--- src/rtl/uart_tx_if.sv ---
// uart_tx_if: byte request and serial line status between a transmit client and uart_tx.
interface uart_tx_if #(parameter int DATA_WIDTH = 8);
    logic [DATA_WIDTH-1:0] P_DATA;
    logic                  DATA_VALID;
    logic                  PAR_EN;
    logic                  PAR_TYP;
    logic                  TX_OUT;
    logic                  Busy;
    modport master (output P_DATA, DATA_VALID, PAR_EN, PAR_TYP, input TX_OUT, Busy);
    modport slave  (input P_DATA, DATA_VALID, PAR_EN, PAR_TYP, output TX_OUT, Busy);
endinterface

--- src/rtl/uart_tx.sv ---
// uart_tx: serialises one byte per request as start, data LSB first, optional parity, stop.
module uart_tx #(parameter int DATA_WIDTH = 8) (
    input logic     CLK,
    input logic     RST,
    uart_tx_if.slave bus
);
    localparam int CW = DATA_WIDTH > 1 ? $clog2(DATA_WIDTH) : 1;
    typedef enum logic [2:0] {IDLE, START, DATA, PARITY, STOP} state_t;
    state_t                state_q, state_d;
    logic [CW-1:0]         bit_cnt_q, bit_cnt_d;
    logic [DATA_WIDTH-1:0] data_q, data_d;
    logic                  par_en_q, par_en_d, par_typ_q, par_typ_d;
    logic                  tx_q, tx_d, busy_q, busy_d;
    logic                  accept, last, par_bit;
    always_comb begin
        state_d   = state_q;
        bit_cnt_d = bit_cnt_q;
        data_d    = data_q;
        par_en_d  = par_en_q;
        par_typ_d = par_typ_q;
        accept    = bus.DATA_VALID && (state_q == IDLE || state_q == STOP);
        last      = bit_cnt_q == CW'(DATA_WIDTH - 1);
        par_bit   = ^data_q ^ par_typ_q;
        case (state_q)
            IDLE, STOP: state_d = accept ? START : IDLE;
            START: begin
                state_d   = DATA;
                bit_cnt_d = '0;
            end
            DATA: begin
                state_d   = last ? (par_en_q ? PARITY : STOP) : DATA;
                bit_cnt_d = last ? bit_cnt_q : CW'(bit_cnt_q + 1'b1);
            end
            PARITY: state_d = STOP;
            default: state_d = IDLE;
        endcase
        if (accept) begin
            data_d    = bus.P_DATA;
            par_en_d  = bus.PAR_EN;
            par_typ_d = bus.PAR_TYP;
        end
        // Outputs are registered, so they are decoded from the state being entered.
        tx_d   = state_d == START  ? 1'b0 :
                 state_d == DATA   ? data_q[bit_cnt_d] :
                 state_d == PARITY ? par_bit : 1'b1;
        busy_d = state_d != IDLE;
    end
    always_ff @(posedge CLK) begin
        if (RST) begin
            state_q   <= IDLE;
            bit_cnt_q <= '0;
            data_q    <= '0;
            par_en_q  <= 1'b0;
            par_typ_q <= 1'b0;
            tx_q      <= 1'b1;
            busy_q    <= 1'b0;
        end else begin
            state_q   <= state_d;
            bit_cnt_q <= bit_cnt_d;
            data_q    <= data_d;
            par_en_q  <= par_en_d;
            par_typ_q <= par_typ_d;
            tx_q      <= tx_d;
            busy_q    <= busy_d;
        end
    end
    assign bus.TX_OUT = tx_q;
    assign bus.Busy   = busy_q;
endmodule
--- src/flat_wrapper.sv ---
// flat-port wrapper written by rule: the top's interface ports become plain ports
module uart_tx_flat 
#(parameter int DATA_WIDTH = 8)
  (CLK, RST, bus_P_DATA, bus_DATA_VALID, bus_PAR_EN, bus_PAR_TYP, bus_TX_OUT, bus_Busy);
  uart_tx_if #(.DATA_WIDTH(DATA_WIDTH)) bus_i ();
  input logic CLK;
  input logic RST;
  input wire logic [$bits(bus_i.P_DATA)-1:0] bus_P_DATA;
  input wire logic [$bits(bus_i.DATA_VALID)-1:0] bus_DATA_VALID;
  input wire logic [$bits(bus_i.PAR_EN)-1:0] bus_PAR_EN;
  input wire logic [$bits(bus_i.PAR_TYP)-1:0] bus_PAR_TYP;
  output wire logic [$bits(bus_i.TX_OUT)-1:0] bus_TX_OUT;
  output wire logic [$bits(bus_i.Busy)-1:0] bus_Busy;
  assign bus_i.P_DATA = bus_P_DATA;
  assign bus_i.DATA_VALID = bus_DATA_VALID;
  assign bus_i.PAR_EN = bus_PAR_EN;
  assign bus_i.PAR_TYP = bus_PAR_TYP;
  assign bus_TX_OUT = bus_i.TX_OUT;
  assign bus_Busy = bus_i.Busy;
  uart_tx #(.DATA_WIDTH(DATA_WIDTH)) u_core (.CLK(CLK), .RST(RST), .bus(bus_i));
endmodule
--- config.mk ---
export PLATFORM = sky130hd
export DESIGN_NAME = uart_tx_flat
export DESIGN_NICKNAME = d
export VERILOG_FILES = /design/src/rtl/uart_tx_if.sv /design/src/rtl/uart_tx.sv /design/src/flat_wrapper.sv
export SDC_FILE = /design/constraint.sdc
export NUM_CORES = 1
export LEC_CHECK = 0
export ABC_AREA = 1
export CELL_PAD_IN_SITES_DETAIL_PLACEMENT = 1
export CELL_PAD_IN_SITES_GLOBAL_PLACEMENT = 1
export CORE_ASPECT_RATIO = 0.5
export CORE_UTILIZATION = 30
export CTS_CLUSTER_SIZE = 30
export DETAILED_ROUTE_END_ITERATION = 10
export PLACE_DENSITY_LB_ADDON = 0.12
export SYNTH_ARGS = -nofsm -noshare
export SYNTH_HDL_FRONTEND = slang
export SYNTH_SLANG_ARGS = --single-unit
--- constraint.sdc ---
create_clock -name CLK -period 1.6 [get_ports CLK]
set_clock_uncertainty 0.05 [all_clocks]
set_input_delay 0.32 -clock CLK [delete_from_list [all_inputs] [get_ports CLK]]
set_output_delay 0.32 -clock CLK [all_outputs]
set_load 0.01 [all_outputs]
==> results of run 1 <==
## metrics by stage
| stage | worst slack [ps] | hold WS [ps] | cells |
|---|---|---|---|
| 5_1_grt | 2.838 | 455.7 | 195 |
| 2_1_floorplan | 181.6 | 392.4 | 134 |
| 3_3_place_gp | 37.07 | 409.7 | 191 |
| 3_5_place_dp | 24.89 | 420.2 | 191 |
| 6_report | 123.7 | 420.9 | 195 |
| 4_1_cts | 1.170 | 430.5 | 195 |
## flip-flops by register name, summed over array words and instances (netlist names)
signal / count
u_core.bus.Busy: 1
u_core.par_typ_q: 1
u_core.bit_cnt_q: 3
u_core.data_q: 8
u_core.bus.TX_OUT: 1
u_core.state_q: 3
u_core.par_en_q: 1
## area by class of cell
type                            instances  area (um^2)  share of cell area [%]
Inverter                               20        75.07                   6.030
Multi-Input combinational cell         93        519.2                   41.71
Timing Repair Buffer                   20        185.2                   14.87
Tap cell                               40        50.05                   4.020
Clock buffer                            4        55.05                   4.422
Sequential cell                        18        360.3                   28.94
## worst min path at each step
| stage | start | end | slack, ps | cells after the start |
|---|---|---|---|---|
| 2_1_floorplan | u_core.par_typ_q | u_core.par_typ_q | 390 | 2 |
| 4_1_cts | u_core.par_typ_q | u_core.par_typ_q | 430 | 2 |
| 5_1_grt | u_core.par_typ_q | u_core.par_typ_q | 460 | 2 |
| 3_3_place_gp | u_core.par_typ_q | u_core.par_typ_q | 410 | 2 |
| 3_5_place_dp | u_core.par_typ_q | u_core.par_typ_q | 420 | 2 |
| 6_report | u_core.par_typ_q | u_core.par_typ_q | 420 | 2 |
## cell families after synthesis
group           count (synthesis)  share of synthesized area, %
xor+xnor                        5                         4.545
simple gates                   66                         35.71
buf+inv                        23                         9.999
compound gates                 21                         11.04
fa+ha+maj                       1                         1.298
flops                          18                         37.40
## repair_timing
action                                  CTS  global route
resized for setup                         0             5
endpoints found under the setup margin    0             2
buffers inserted                          0             0
## per-layer routing
metal  up-vias  track usage [%]  wire length, um
li1        472                -                -
met1       404            21.20             1225
met2        13            20.33              875
met3         2            3.913               74
met4         0            3.158               15
met5         -                0                0
## cells in the mapped netlist
master    number  area, um^2
o21ai_1        1       5.000
nand3_1       15       75.07
inv_1         15       56.30
inv_2          5       18.77
nand3_4        1       17.52
buf_1          1       3.750
nor2_1        17       63.81
a31oi_1        1       6.260
nor2_4         1       11.26
nand3b_1       3       22.52
ha_1           1       12.51
xor2_1         1       8.760
nand3_2        2       20.02
clkbuf_1       1       3.750
nor2_2         1       6.260
nand4_1        1       6.260
nand2_4        2       22.52
nand2_1       18       67.56
dfxtp_1       18       360.4
xnor2_1        4       35.03
nand2_2        4       25.02
or2_1          1       6.260
a21oi_1        7       35.03
o21ai_0       12       60.06
clkbuf_8       1       13.76
## power groups by stage
stage	sequential [mW]	clock, mW	combinational [mW]
6_report	0.509	0.383	0.277
5_1_grt	0.514	0.411	0.314
4_1_cts	0.510	0.397	0.280
3_5_place_dp	0.520	0	0.279
3_3_place_gp	0.519	0	0.274
2_1_floorplan	0.517	0	0.184
==> flow_summary.json, run 1 <==
{
  "synth-seq-cells": 18,
  "reg2reg_from": "u_core.bit_cnt_q[0]",
  "cts_buffers": 3,
  "dr.pass1.iters": 4,
  "nets": 170,
  "maxSlewHeadroom_pct": 80.45,
  "final_util_pct": 41.08,
  "fp.dieH_um": 42.07,
  "diodes": 0,
  "dieArea_um2": 3456,
  "wl_um": 2190,
  "synth_cell_types": 25,
  "ir_drop_v": 0.0003914,
  "status": "finished clean",
  "start_util_pct": 31.79,
  "wl_per_cell_um": 11.23,
  "avgSynthCellArea_um2": 7.190,
  "die_w_um": 82.14,
  "synthCells": 134,
  "cts_tree": "done",
  "pwr-share-seq_pct": 43.5,
  "drive_gt1_share_pct": 20.00,
  "cap_violations": 0,
  "crit_path_end": "bus_Busy",
  "clock-sinks": 18,
  "fmax_mhz": 677.3,
  "ys_warn_count": 0,
  "cp_num_buf_inv": 1,
  "rrSetupSlack_ps": 130,
  "syn-cell-area_um2": 963.4,
  "num_rows": 14,
  "final_cell_mix": "18 x dfxtp_1, 17 x nor2_1, 16 x nand2_1",
  "p_leak_nw": 0.5211,
  "worstPathRequired_ps": 1230,
  "htree_levels": 1,
  "cts-root-buf": "clkbuf_8",
  "setup_violations": 0,
  "p_comb_share_pct": 23.7,
  "grt_pass1_wl_um": 3712,
  "cts.path.max_buffers": 2,
  "cp-start-kind": "flip-flop",
  "worst_pin_slew_ps": 292.9,
  "viasPerCell": 4.569,
  "synth_seq_area_share_pct": 37.40,
  "syn_to_final_growth_pct": 29.22,
  "grt_max_degree": 19,
  "portBuffers": 14,
  "rsz0062_at_grt": "false",
  "p_sw_share_pct": 28.85,
  "ctsHoldBuffers": 0,
  "place_congestion": 0.7702,
  "dpl_cell_area_um2": 1177,
  "dp_hpwl_um": 1829,
  "crit_chain": "clkdlybuf4s50_1",
  "hold_path.class": "reg -> reg",
  "cp-end-kind": "output port",
  "clk-insertion-delay-late_ps": 260,
  "first_iter_violations": 29,
  "worstSetupPathType": "reg -> out",
  "cp_slowest_stage_delay_ps": 540,
  "ios": 15,
  "drv_slew": 0,
  "fin_area_um2": 1245,
  "p_int_mw": 0.8323,
  "reg2reg_depth": 12,
  "critical_path.max_fanout": 1,
  "fillCellCount": 391,
  "via_count": 891,
  "finalSetupTns_ps": 0,
  "timing.rr.end": "u_core.bus.TX_OUT",
  "syn_nets": 148,
  "total_power_mw": 1.170,
  "power_frac_clock_pct": 32.8,
  "grt_pass1_vias": 808,
  "final_common_cell": "dfxtp_1",
  "antenna_found_initial": 0,
  "cp_data_arrival_time_ps": 1110,
  "timing.final.crit_share_pct": 92.27,
  "track_usage_pct": 14.31,
  "p_per_area_nw_per_um2": 939.5,
  "crit_cells": 1,
  "min_period_ps": 1476,
  "hold_viol_final": 0,
  "startpoint": "u_core.bus.Busy",
  "switchingPower_mw": 0.3374,
  "core_um2": 3030,
  "path_delay_family": "buffers and inverters",
  "post-route-drc-count": 0,
  "drtAntennaViolNets": 0,
  "gr-total-overflow": 0,
  "clk_pin_slew_ps": 70,
  "crit_slowest_cell": "clkdlybuf4s50_1"
}
Power figures use the tool's default switching activity.
==> inputs of run 2 (changes only) <==
REMOVE_ABC_BUFFERS = 1   (was not set)
TNS_END_PERCENT = 10   (was not set)
==> run 2 against run 1 <==
Compared with the run above: combinational power barely moved; global-route usage grew 0.23 points; wire length rose by 0.96%; clock power fell by 2%; sequential power about the same; via count fell by 2.6%; total power fell by 0.47%; sequential share of layout area increased by 0.055 points; clock-buffer cell count unchanged; die area unchanged; critical endpoint is now u_core.bus.TX_OUT; largest cell class unchanged.
==> flow_summary.json, run 2 (synthesized netlist as in run 1, its figures left out) <==
{
  "status": "finished clean",
  "start_util_pct": 31.79,
  "switchingPower_mw": 0.3306,
  "pwr-share-seq_pct": 43.8,
  "portBuffers": 14,
  "crit_slowest_cell": "dfxtp_2",
  "worst_pin_slew_ps": 309.3,
  "drv_slew": 0,
  "min_from": "u_core.par_typ_q",
  "core_um2": 3030,
  "power_frac_clock_pct": 32.2,
  "setup_violations": 0,
  "fin_ws_ps": 111.9,
  "fillCellCount": 402,
  "cts-root-buf": "clkbuf_8",
  "crit_top_cell": "nand2_1",
  "die_w_um": 82.14,
  "cap_violations": 0,
  "track_usage_pct": 14.54,
  "cp_slowest_stage_delay_ps": 330,
  "p_int_mw": 0.8337,
  "p_sw_share_pct": 28.39,
  "syn_to_final_growth_pct": 29.87,
  "p_per_area_nw_per_um2": 930.5,
  "hold_path.class": "reg -> reg",
  "cts_buffers": 3,
  "maxSlewHeadroom_pct": 79.36,
  "first_iter_violations": 17,
  "largestRegisters": "u_core.data_q (8), u_core.bit_cnt_q (3), u_core.state_q (3)",
  "timing.final.crit_share_pct": 93.01,
  "wl_per_cell_um": 11.40,
  "grt_max_degree": 19,
  "grt_pass1_wl_um": 3712,
  "num_rows": 14,
  "antenna_found_initial": 0,
  "regMostFlops": "u_core.data_q",
  "drive_gt1_share_pct": 23.38,
  "final_util_pct": 41.29,
  "multi_input_area_um2": 530.5,
  "min_period_ps": 1488,
  "p_leak_nw": 0.5198,
  "whs_endpoint": "u_core.par_typ_q",
  "timing.rr.end": "u_core.bus.TX_OUT",
  "worstSetupPathType": "reg -> reg",
  "clk-insertion-delay-late_ps": 250,
  "clock-sinks": 18,
  "dr.pass1.iters": 4,
  "ctsHoldBuffers": 0,
  "cp_data_arrival_time_ps": 1580,
  "nets": 169,
  "via_count": 868,
  "drtAntennaViolNets": 0,
  "cp-end-kind": "flip-flop",
  "viasPerCell": 4.474,
  "diodes": 0,
  "reg2reg_depth": 12,
  "grt_pass1_vias": 837,
  "dp.cells": 190,
  "whs_ps": 425.7,
  "rrSetupSlack_ps": 110,
  "critical_path.max_fanout": 5,
  "p_comb_share_pct": 24.0,
  "place_ws_ps": 42.54,
  "dieArea_um2": 3456,
  "final_cell_mix": "16 x nand2_1, 16 x dfxtp_1",
  "hold_viol_final": 0,
  "crit_chain": "ha_2 > buf_4 > nand3_2 > nand2_4 > nand2_4 > nand2_1 > nand3_1 > nand3_1 > nand3_1 > nand2_1 > nand2_1 > nand2_1",
  "cts.path.max_buffers": 2,
  "ir_drop_v": 0.0003189,
  "largest_reg_flops": 8,
  "wl_um": 2211,
  "htree_levels": 1,
  "ios": 15,
  "fin_area_um2": 1251,
  "final_cells": 194,
  "seqCellArea_um2": 362.8,
  "cp-start-kind": "flip-flop",
  "fp.dieH_um": 42.07,
  "worstPathRequired_ps": 1690,
  "cts_tree": "done",
  "dp_hpwl_um": 1750,
  "reg2reg_from": "u_core.bit_cnt_q[0]",
  "fmax_mhz": 672.0,
  "place_congestion": 0.7470,
  "dpl_cell_area_um2": 1170,
  "min_path_cells": 2,
  "gr-total-overflow": 0,
  "clk_pin_slew_ps": 70,
  "post-route-drc-count": 0
}
[run 2: per-layer routing]
metal	wire, um	vias up	track usage [%]
met5	0	-	0
met4	11	0	3.158
met3	61	2	4.565
met2	973	13	21.49
met1	1164	386	20.53
li1	-	467	-
[run 2: repair_timing]
| item | in CTS | in global routing |
|---|---|---|
| gates resized for setup | 0 | 12 |
| endpoints found under the setup margin | 0 | 2 |
| setup buffers | 0 | 0 |
[run 2: worst max-delay path, delay by kind of cell, from the launching register on]
| kind | cells | cell delay (ps) |
|---|---|---|
| adder cells (fa/ha/maj) | 1 | 190 |
| buffers and inverters | 1 | 130 |
| flip-flops | 1 | 330 |
| AND/OR/NAND/NOR | 10 | 660 |
[run 2: power groups by stage]
stage | logic [mW] | clock network (mW) | registers (mW)
floorplan | 0.175 | 0 | 0.517
global route | 0.321 | 0.409 | 0.515
global placement | 0.271 | 0 | 0.518
finish | 0.280 | 0.375 | 0.510
detailed placement | 0.273 | 0 | 0.519
CTS | 0.275 | 0.388 | 0.509
[run 2: cell type report]
| class | instances | share of cell area, % |
|---|---|---|
| clock buffer | 4 | 4.400 |
| timing repair buffer | 19 | 14.20 |
| tap | 40 | 4.000 |
| inverter | 20 | 6.000 |
| sequential | 18 | 29.00 |
| multi-input combinational | 93 | 42.40 |
[run 2: per-stage QoR]
step	TNS, ps	power, mW
3_3_place_gp	0	0.7890
2_1_floorplan	0	0.6920
5_1_grt	-18.94	1.245
6_report	0	1.164
4_1_cts	0	1.172
3_5_place_dp	0	0.7920
[run 2: worst max-delay path by stage]
stage	startpoint	end	slack, ps	depth (start not counted)
after floorplan	u_core.bit_cnt_q[0]	u_core.bus.TX_OUT	170	12
after global placement	bus_DATA_VALID	u_core.bus.TX_OUT	50	9
after detailed placement	bus_DATA_VALID	u_core.bus.TX_OUT	40	9
after CTS	u_core.bit_cnt_q[0]	u_core.bus.TX_OUT	10	12
after global routing	u_core.bit_cnt_q[0]	u_core.bus.TX_OUT	-20	12
final	u_core.bit_cnt_q[0]	u_core.bus.TX_OUT	110	12
==> inputs of run 3 (changes only) <==
CTS_BUF_LIST = sky130_fd_sc_hd__clkbuf_2   (was not set)
SKIP_CTS_REPAIR_TIMING = 1   (was not set)
==> run 3 against run 2 <==
Compared with the run above: worst setup slack worse by 17 ps; non-clock buffer count is 1 higher; core utilization is 0.87 points lower; worst hold slack better by 11 ps; global-route usage is 0.14 points lower; combinational power hardly changed; first-iteration DRC count is 47% higher; clock power is 46% lower; clock-buffer cell count is 1 lower; critical endpoint unchanged; largest cell class unchanged.
==> flow_summary.json, run 3 (synthesized netlist as in run 1, its figures left out) <==
{
  "clk_pin_slew_ps": 180,
  "syn_to_final_growth_pct": 27.14,
  "dp_hpwl_um": 1750,
  "critical_path.max_fanout": 4,
  "drive_gt1_share_pct": 21.29,
  "final_util_pct": 40.42,
  "ir_drop_v": 0.0003105,
  "maxSlewHeadroom_pct": 79.50,
  "worst_pin_slew_ps": 307.2,
  "portBuffers": 14,
  "min_from": "u_core.par_typ_q",
  "min_path_cells": 2,
  "cts_tree": "done",
  "dp.cells": 190,
  "first_iter_violations": 25,
  "viasPerCell": 4.472,
  "cp-start-kind": "flip-flop",
  "antenna_found_initial": 0,
  "drv_slew": 0,
  "die_w_um": 82.14,
  "largestRegisters": "u_core.data_q (8), u_core.bit_cnt_q (3), u_core.state_q (3)",
  "clock-sinks": 18,
  "start_util_pct": 31.79,
  "cts-root-buf": "clkbuf_2",
  "final_common_cell": "nor2_1",
  "whs_endpoint": "u_core.par_typ_q",
  "gr-total-overflow": 0,
  "reg2reg_depth": 13,
  "via_count": 872,
  "grt_pass1_vias": 836,
  "fmax_mhz": 664.3,
  "place_congestion": 0.7470,
  "hold_viol_final": 0,
  "dr.pass1.iters": 4,
  "min_period_ps": 1505,
  "cts.path.max_buffers": 2,
  "nets": 170,
  "setup_violations": 0,
  "final_cell_mix": "17 x nor2_1, 16 x nand2_1, 16 x dfxtp_1",
  "reg2reg_from": "u_core.bit_cnt_q[0]",
  "clk-insertion-delay-late_ps": 310,
  "finalSetupTns_ps": 0,
  "ios": 15,
  "dieArea_um2": 3456,
  "cts_buffers": 3,
  "fp.dieH_um": 42.07,
  "wl_um": 2196,
  "post-route-drc-count": 0,
  "p_leak_nw": 0.5294,
  "num_rows": 14,
  "status": "finished clean",
  "diodes": 0,
  "htree_levels": 1,
  "core_um2": 3030,
  "wl_per_cell_um": 11.26,
  "worstSetupPathType": "reg -> reg",
  "cp-end-kind": "flip-flop",
  "largest_reg_flops": 8,
  "cap_violations": 0,
  "timing.final.crit_share_pct": 94.08,
  "grt_max_degree": 19,
  "rrSetupSlack_ps": 90,
  "track_usage_pct": 14.40,
  "worstPathRequired_ps": 1770,
  "grt_pass1_wl_um": 3698,
  "final_cells": 195,
  "hold_path.class": "reg -> reg",
  "p_per_area_nw_per_um2": 808.8,
  "cp_data_arrival_time_ps": 1670,
  "timing.rr.end": "u_core.bus.TX_OUT",
  "regMostFlops": "u_core.data_q",
  "drtAntennaViolNets": 0
}
[run 3: changes by cell type in the layout (fill, tap and decap cells not counted), moves of 2 or more]
cell / change
clkdlybuf4s50_1: -2
nor2_2: -3
clkbuf_2: +3
clkbuf_8: -4
dlymetal6s2s_1: +2
nor2_1: +3
[run 3: metal layers]
layer	wire length, um	GRT usage, %	vias to the layer above
met3	58	4.565	2
met4	10	2.105	0
met2	949	21.82	13
met5	0	0	-
met1	1178	20.27	386
li1	-	-	471
[run 3: worst max path at each step]
stage	from	slack (ps)	cells after the start	endpoint
floorplan	u_core.bit_cnt_q[0]	170	12	u_core.bus.TX_OUT
global placement	bus_DATA_VALID	50	9	u_core.bus.TX_OUT
detailed placement	bus_DATA_VALID	40	9	u_core.bus.TX_OUT
CTS	u_core.bit_cnt_q[0]	6	12	u_core.bus.TX_OUT
global route	u_core.bit_cnt_q[0]	-7	12	u_core.bus.TX_OUT
finish	u_core.bit_cnt_q[0]	90	13	u_core.bus.TX_OUT
[run 3: layout make-up]
class	instances	area, um^2
clock inverters	1	3.754
multi-input cells	93	528.0
well taps	40	50.05
fillers	408	1805
inverters	20	75.07
repair buffers	20	190.2
clock buffers	3	15.01
flip-flops and latches	18	362.8
[run 3: power breakdown]
group | leakage [nW] | total, mW | switching [mW] | internal, mW
sequential | 0.149 | 0.509 | 0.0238 | 0.486
combinational | 0.366 | 0.279 | 0.150 | 0.129
clock | 0.0140 | 0.202 | 0.148 | 0.0543
total | 0.529 | 0.991 | 0.321 | 0.669
[run 3: worst max-delay path, stage by stage, from the launching register on]
cell and delay (ps):
dfxtp_2 360, ha_2 190, nand2_2 90, inv_1 80, nor2_1 110, nand2_2 80
inv_2 60, nor2_2 30, nand3_1 60, nand3_1 70, nand3_1 80, nand2_1 50
nand2_1 50, nand2_1 40
[run 3: through the flow]
stage / total power [mW] / hold slack (ps) / setup slack, ps / instance area [um^2]
final: 0.9907 / 436.9 / 94.69 / 1225
after global routing: 1.064 / 478.1 / -6.890 / 1225
after CTS: 0.9970 / 440.4 / 5.689 / 1189
after detailed placement: 0.7920 / 417.7 / 42.54 / 1170
after global placement: 0.7890 / 408.4 / 52.63 / 1170
after floorplan: 0.6920 / 339.4 / 172.4 / 942.2
==> edit 1 (settings of run 1) <==
Encoding of `state_t`: now one-hot (5 bits for 5 states).
--- a/src/rtl/uart_tx.sv
+++ b/src/rtl/uart_tx.sv
@@ -7,3 +7,3 @@
     localparam int CW = DATA_WIDTH > 1 ? $clog2(DATA_WIDTH) : 1;
-    typedef enum logic [2:0] {IDLE, START, DATA, PARITY, STOP} state_t;
+    typedef enum logic [4:0] {IDLE = 5'b00001, START = 5'b00010, DATA = 5'b00100, PARITY = 5'b01000, STOP = 5'b10000} state_t;
     state_t                state_q, state_d;
Behaviour: same outputs for any inputs over 10 cycles, from zero or initial values and one cycle with RST high; not proved beyond that.
==> edit 1 against run 1 <==
Sequential share of layout area down 0.89 points; area after synthesis grew 10%; count of clock-buffer cells in the layout is the same; sequential cell count rose by 2; worst setup slack lost 0.11 ns; routed wire length rose by 29%; die area is 9.9% higher; cell count is 13% higher; power grew 2.9%; design area increased by 19%; critical path type is now reg -> reg; critical endpoint is now u_core.bus.TX_OUT$_SDFF_PP1_; largest power group unchanged.
==> edit 1: results <==
group,metric,value,unit
yosys,synthTopCellsByCount,"nand2_1 (25), inv_1 (23), dfxtp_1 (20), nand3_1 (17)",
drt,drt_iter0_markers,38,
pwr,peakVddDrop,0.354,mV
placement,place_hpwl,2120,um
worst_setup_path,slowest_stage,"dfxtp_2",
layout,antenna_cells,0,
sta,tightest_slew,0.332,ns
global_routing,grtUsageTotal,0.164,
worst_setup_path,slowest_delay,0.35,ns
global_routing,grt_max_degree,16,
placement,io_buffers,14,
yosys,synth_nets,162,
hold_path,hold_path_class,"reg -> reg",
yosys,async_flop_share,0,
pwr,p_leak,0.605,nW
worst_setup_path,worstPathArrival,1.74,ns
worst_setup_path,critical_path_peak_fanout,5,
global_routing,first_global_vias,991,
placement,dp_slack,-0.0601,ns
drt,wl_per_cell,12.9,um
yosys,seq_area_frac_synth,0.377,
yosys,synth.area.top_cells,"dfxtp_1 (38%), nand2_1 (8.8%), inv_1 (8.1%)",
placement,placedInstanceArea,0.00126,sq mm
placement,place_congestion,0.801,
layout,fin_nets,187,
layout,reg_top3,"u_core.data_q x8, u_core.state_q x5, u_core.bit_cnt_q x3",
yosys,yosysTopAreaCell,"dfxtp_1",
layout,drive_gt1_frac,0.302,
yosys,synth_cell_type_count,25,
run_status,outcome,"completed",
clock_network,clk_pin_slew,0.08,ns
global_routing,grt_pass1_wl,4590,um
yosys,ys.warnings.count,0,
drt,via_per_inst,4.50,
edit 1: layout make-up:
cell class	count	area, sq um
Multi-Input combinational cell	99	638
Clock buffer	4	55.1
Inverter	25	93.8
Timing Repair Buffer	24	215
Tap cell	48	60.1
Fill cell	395	1710
Sequential cell	20	414
edit 1: path summary, 6_finish.rpt:
check | endpoint | slack [ns] | depth (start not counted) | startpoint
setup reg to reg | u_core.bus.TX_OUT$_SDFF_PP1_ | 0.01 | 12 | u_core.bit_cnt_q[1]$_SDFF_PP0_
hold reg to reg | u_core.par_en_q$_SDFFE_PP0P_ | 0.43 | 2 | u_core.par_en_q$_SDFFE_PP0P_
hold / removal | u_core.par_en_q$_SDFFE_PP0P_ | 0.43 | 2 | u_core.par_en_q$_SDFFE_PP0P_
setup / recovery | u_core.bus.TX_OUT$_SDFF_PP1_ | 0.01 | 12 | u_core.bit_cnt_q[1]$_SDFF_PP0_
edit 1: per-layer routing:
metal  share of wire  GRT usage  routed length (um)  up-vias
li1                -          -                   -      518
met1            0.50      0.219                1400      455
met2            0.46      0.263                1310       14
met3           0.029     0.0392                  81        4
met4           0.013     0.0600                  36        0
met5               0          0                   0        -
edit 1: timing repair:
| action | 4_1_cts | 5_1_grt |
|---|---|---|
| gates cloned | 0 | 0 |
| resized for setup | 6 | 26 |
| endpoints found under the setup margin | 1 | 1 |
| pin swaps | 2 | 14 |
| buffers inserted | 3 | 4 |
edit 1: logic make-up (layout without fill, tap and decap cells):
family,after synthesis,after routing,share of synthesized area
XOR/XNOR,7,7,0.0577
adder cells (fa/ha/maj),1,1,0.0118
buffers and inverters,29,53,0.112
AND/OR/NAND/NOR,70,70,0.343
AO/OA/AOI/OAI,21,21,0.0989
flip-flops,20,20,0.377
edit 1: stage by stage:
stage | cells | total power, mW | setup TNS, ns | hold slack [ns]
floorplan | 148 | 0.716 | 0 | 0.395
global placement | 209 | 0.785 | -0.0144 | 0.412
detailed placement | 209 | 0.795 | -0.0601 | 0.415
CTS | 216 | 1.19 | 0 | 0.427
global route | 220 | 1.27 | -0.106 | 0.453
finish | 220 | 1.20 | 0 | 0.426
edit 1: where the power goes:
group | internal [mW] | total [mW] | switching [mW]
clock network | 0.219 | 0.403 | 0.183
logic | 0.118 | 0.250 | 0.132
registers | 0.528 | 0.551 | 0.0234
edit 1: worst max-delay path, delay by kind of cell, from the launching register on:
family	cells	cell delay [ns]
simple gates	11	0.96
flops	1	0.35
fa+ha+maj	1	0.18
==> edit 2 (config.mk and constraints of run 1) <==
Made on the original files. `DATA_WIDTH` is set to 8 in 3 places; all go to 4.
--- a/src/rtl/uart_tx_if.sv
+++ b/src/rtl/uart_tx_if.sv
@@ -1,3 +1,3 @@
 // uart_tx_if: byte request and serial line status between a transmit client and uart_tx.
-interface uart_tx_if #(parameter int DATA_WIDTH = 8);
+interface uart_tx_if #(parameter int DATA_WIDTH = 4);
     logic [DATA_WIDTH-1:0] P_DATA;
--- a/src/rtl/uart_tx.sv
+++ b/src/rtl/uart_tx.sv
@@ -1,3 +1,3 @@
 // uart_tx: serialises one byte per request as start, data LSB first, optional parity, stop.
-module uart_tx #(parameter int DATA_WIDTH = 8) (
+module uart_tx #(parameter int DATA_WIDTH = 4) (
     input logic     CLK,
--- a/src/flat_wrapper.sv
+++ b/src/flat_wrapper.sv
@@ -2,3 +2,3 @@
 module uart_tx_flat 
-#(parameter int DATA_WIDTH = 8)
+#(parameter int DATA_WIDTH = 4)
   (CLK, RST, bus_P_DATA, bus_DATA_VALID, bus_PAR_EN, bus_PAR_TYP, bus_TX_OUT, bus_Busy);
Ports: changed (resized bus_P_DATA); port bits go from 15 to 11. The function was not compared with the original's and may differ.
==> edit 2 against run 1 <==
Power is 29% lower; highest routed layer unchanged; count of clock-buffer cells in the layout shrank 1; design area shrank 33%; sequential cell count down 5; critical endpoint is now bus_TX_OUT; critical path depth stayed put; worst setup slack improved by 0.039 ns; area after synthesis fell by 32%; routed wire length decreased by 30%.
==> edit 2: results <==
group,metric,value,unit
clock_network,clk_latency,0.24,ns
global_routing,grtUsageTotal,0.156,
layout,nClkBuffers,3,
layout,multi_input_area,319,sq um
yosys,synthTopCellsByCount,"nand2_1 (16), dfxtp_1 (13), inv_1 (13), nor2_1 (9)",
pwr,p_leak,0.381,nW
placement,placedInstanceArea,787,sq um
global_routing,grt_pass1_wl,2640,um
placement,place_hpwl,1210,um
layout,nMultiInputCombCells,60,
layout,reg_top3,"u_core.data_q x4, u_core.state_q x3, u_core.bit_cnt_q x2",
global_routing,grt_max_degree,12,
layout,fin_nets,116,
drt,drt_iter0_markers,23,
yosys,synth_nets,102,
pwr,pwr-share-seq,0.442,
layout,bufAreaShareNonClock,0.129,
yosys,seq_area_frac_synth,0.397,
pwr,p_comb_frac,0.202,
layout,nNonClkBuffers,11,
layout,clkCellAreaFrac,0.0556,
layout,fill_cells,251,
worst_setup_path,r2r_cells,9,
worst_setup_path,worstPathArrival,1.07,ns
yosys,synth_cell_type_count,17,
run_status,outcome,"completed",
layout,seqAreaFraction,0.312,
global_routing,first_global_vias,637,
yosys,synth.area.top_cells,"dfxtp_1 (40%), nand2_1 (9.2%), nand3_2 (7.6%)",
worst_setup_path,slowest_delay,0.52,ns
pwr,peakVddDrop,0.341,mV
edit 2: changes by cell type after synthesis, sizes merged, moves of 3 or more:
| cell | change |
|---|---|
| dfxtp | -5 |
| nor2 | -7 |
| nand3b | -3 |
| o21ai | -7 |
| nand2 | -8 |
| nand3 | -5 |
edit 2: cell families after synthesis:
group | Yosys count | synth area share
XOR/XNOR | 2 | 0.0267
AO/OA/AOI/OAI | 14 | 0.107
AND/OR/NAND/NOR | 44 | 0.353
buffers and inverters | 20 | 0.116
flip-flops | 13 | 0.397
edit 2: path summary, 6_finish.rpt:
path	slack (ns)	start	end
hold reg to reg	0.44	u_core.data_q[0]$_SDFFE_PP0P_	u_core.data_q[0]$_SDFFE_PP0P_
hold / removal	0.44	u_core.data_q[0]$_SDFFE_PP0P_	u_core.data_q[0]$_SDFFE_PP0P_
setup / recovery	0.16	u_core.bus.TX_OUT$_SDFF_PP1_	bus_TX_OUT
setup reg to reg	0.29	u_core.state_q[1]$_SDFF_PP0_	u_core.bus.TX_OUT$_SDFF_PP1_
edit 2: routing by layer:
metal | part of all wire | up-vias | global-route usage
met5 | 0 | - | 0
met4 | 0.032 | 0 | 0.0677
met3 | 0.074 | 6 | 0.0724
met2 | 0.40 | 25 | 0.233
met1 | 0.49 | 269 | 0.190
li1 | - | 317 | -
edit 2: through the flow:
stage / hold slack (ns) / setup WS [ns] / std cells / power [mW] / utilization
floorplan: 0.406 / 0.484 / 93 / 0.481 / -
global placement: 0.426 / 0.150 / 128 / 0.535 / 0.403
detailed placement: 0.430 / 0.122 / 128 / 0.540 / 0.403
CTS: 0.446 / 0.157 / 132 / 0.840 / 0.426
global route: 0.477 / 0.100 / 132 / 0.885 / 0.426
finish: 0.444 / 0.163 / 132 / 0.830 / 0.426
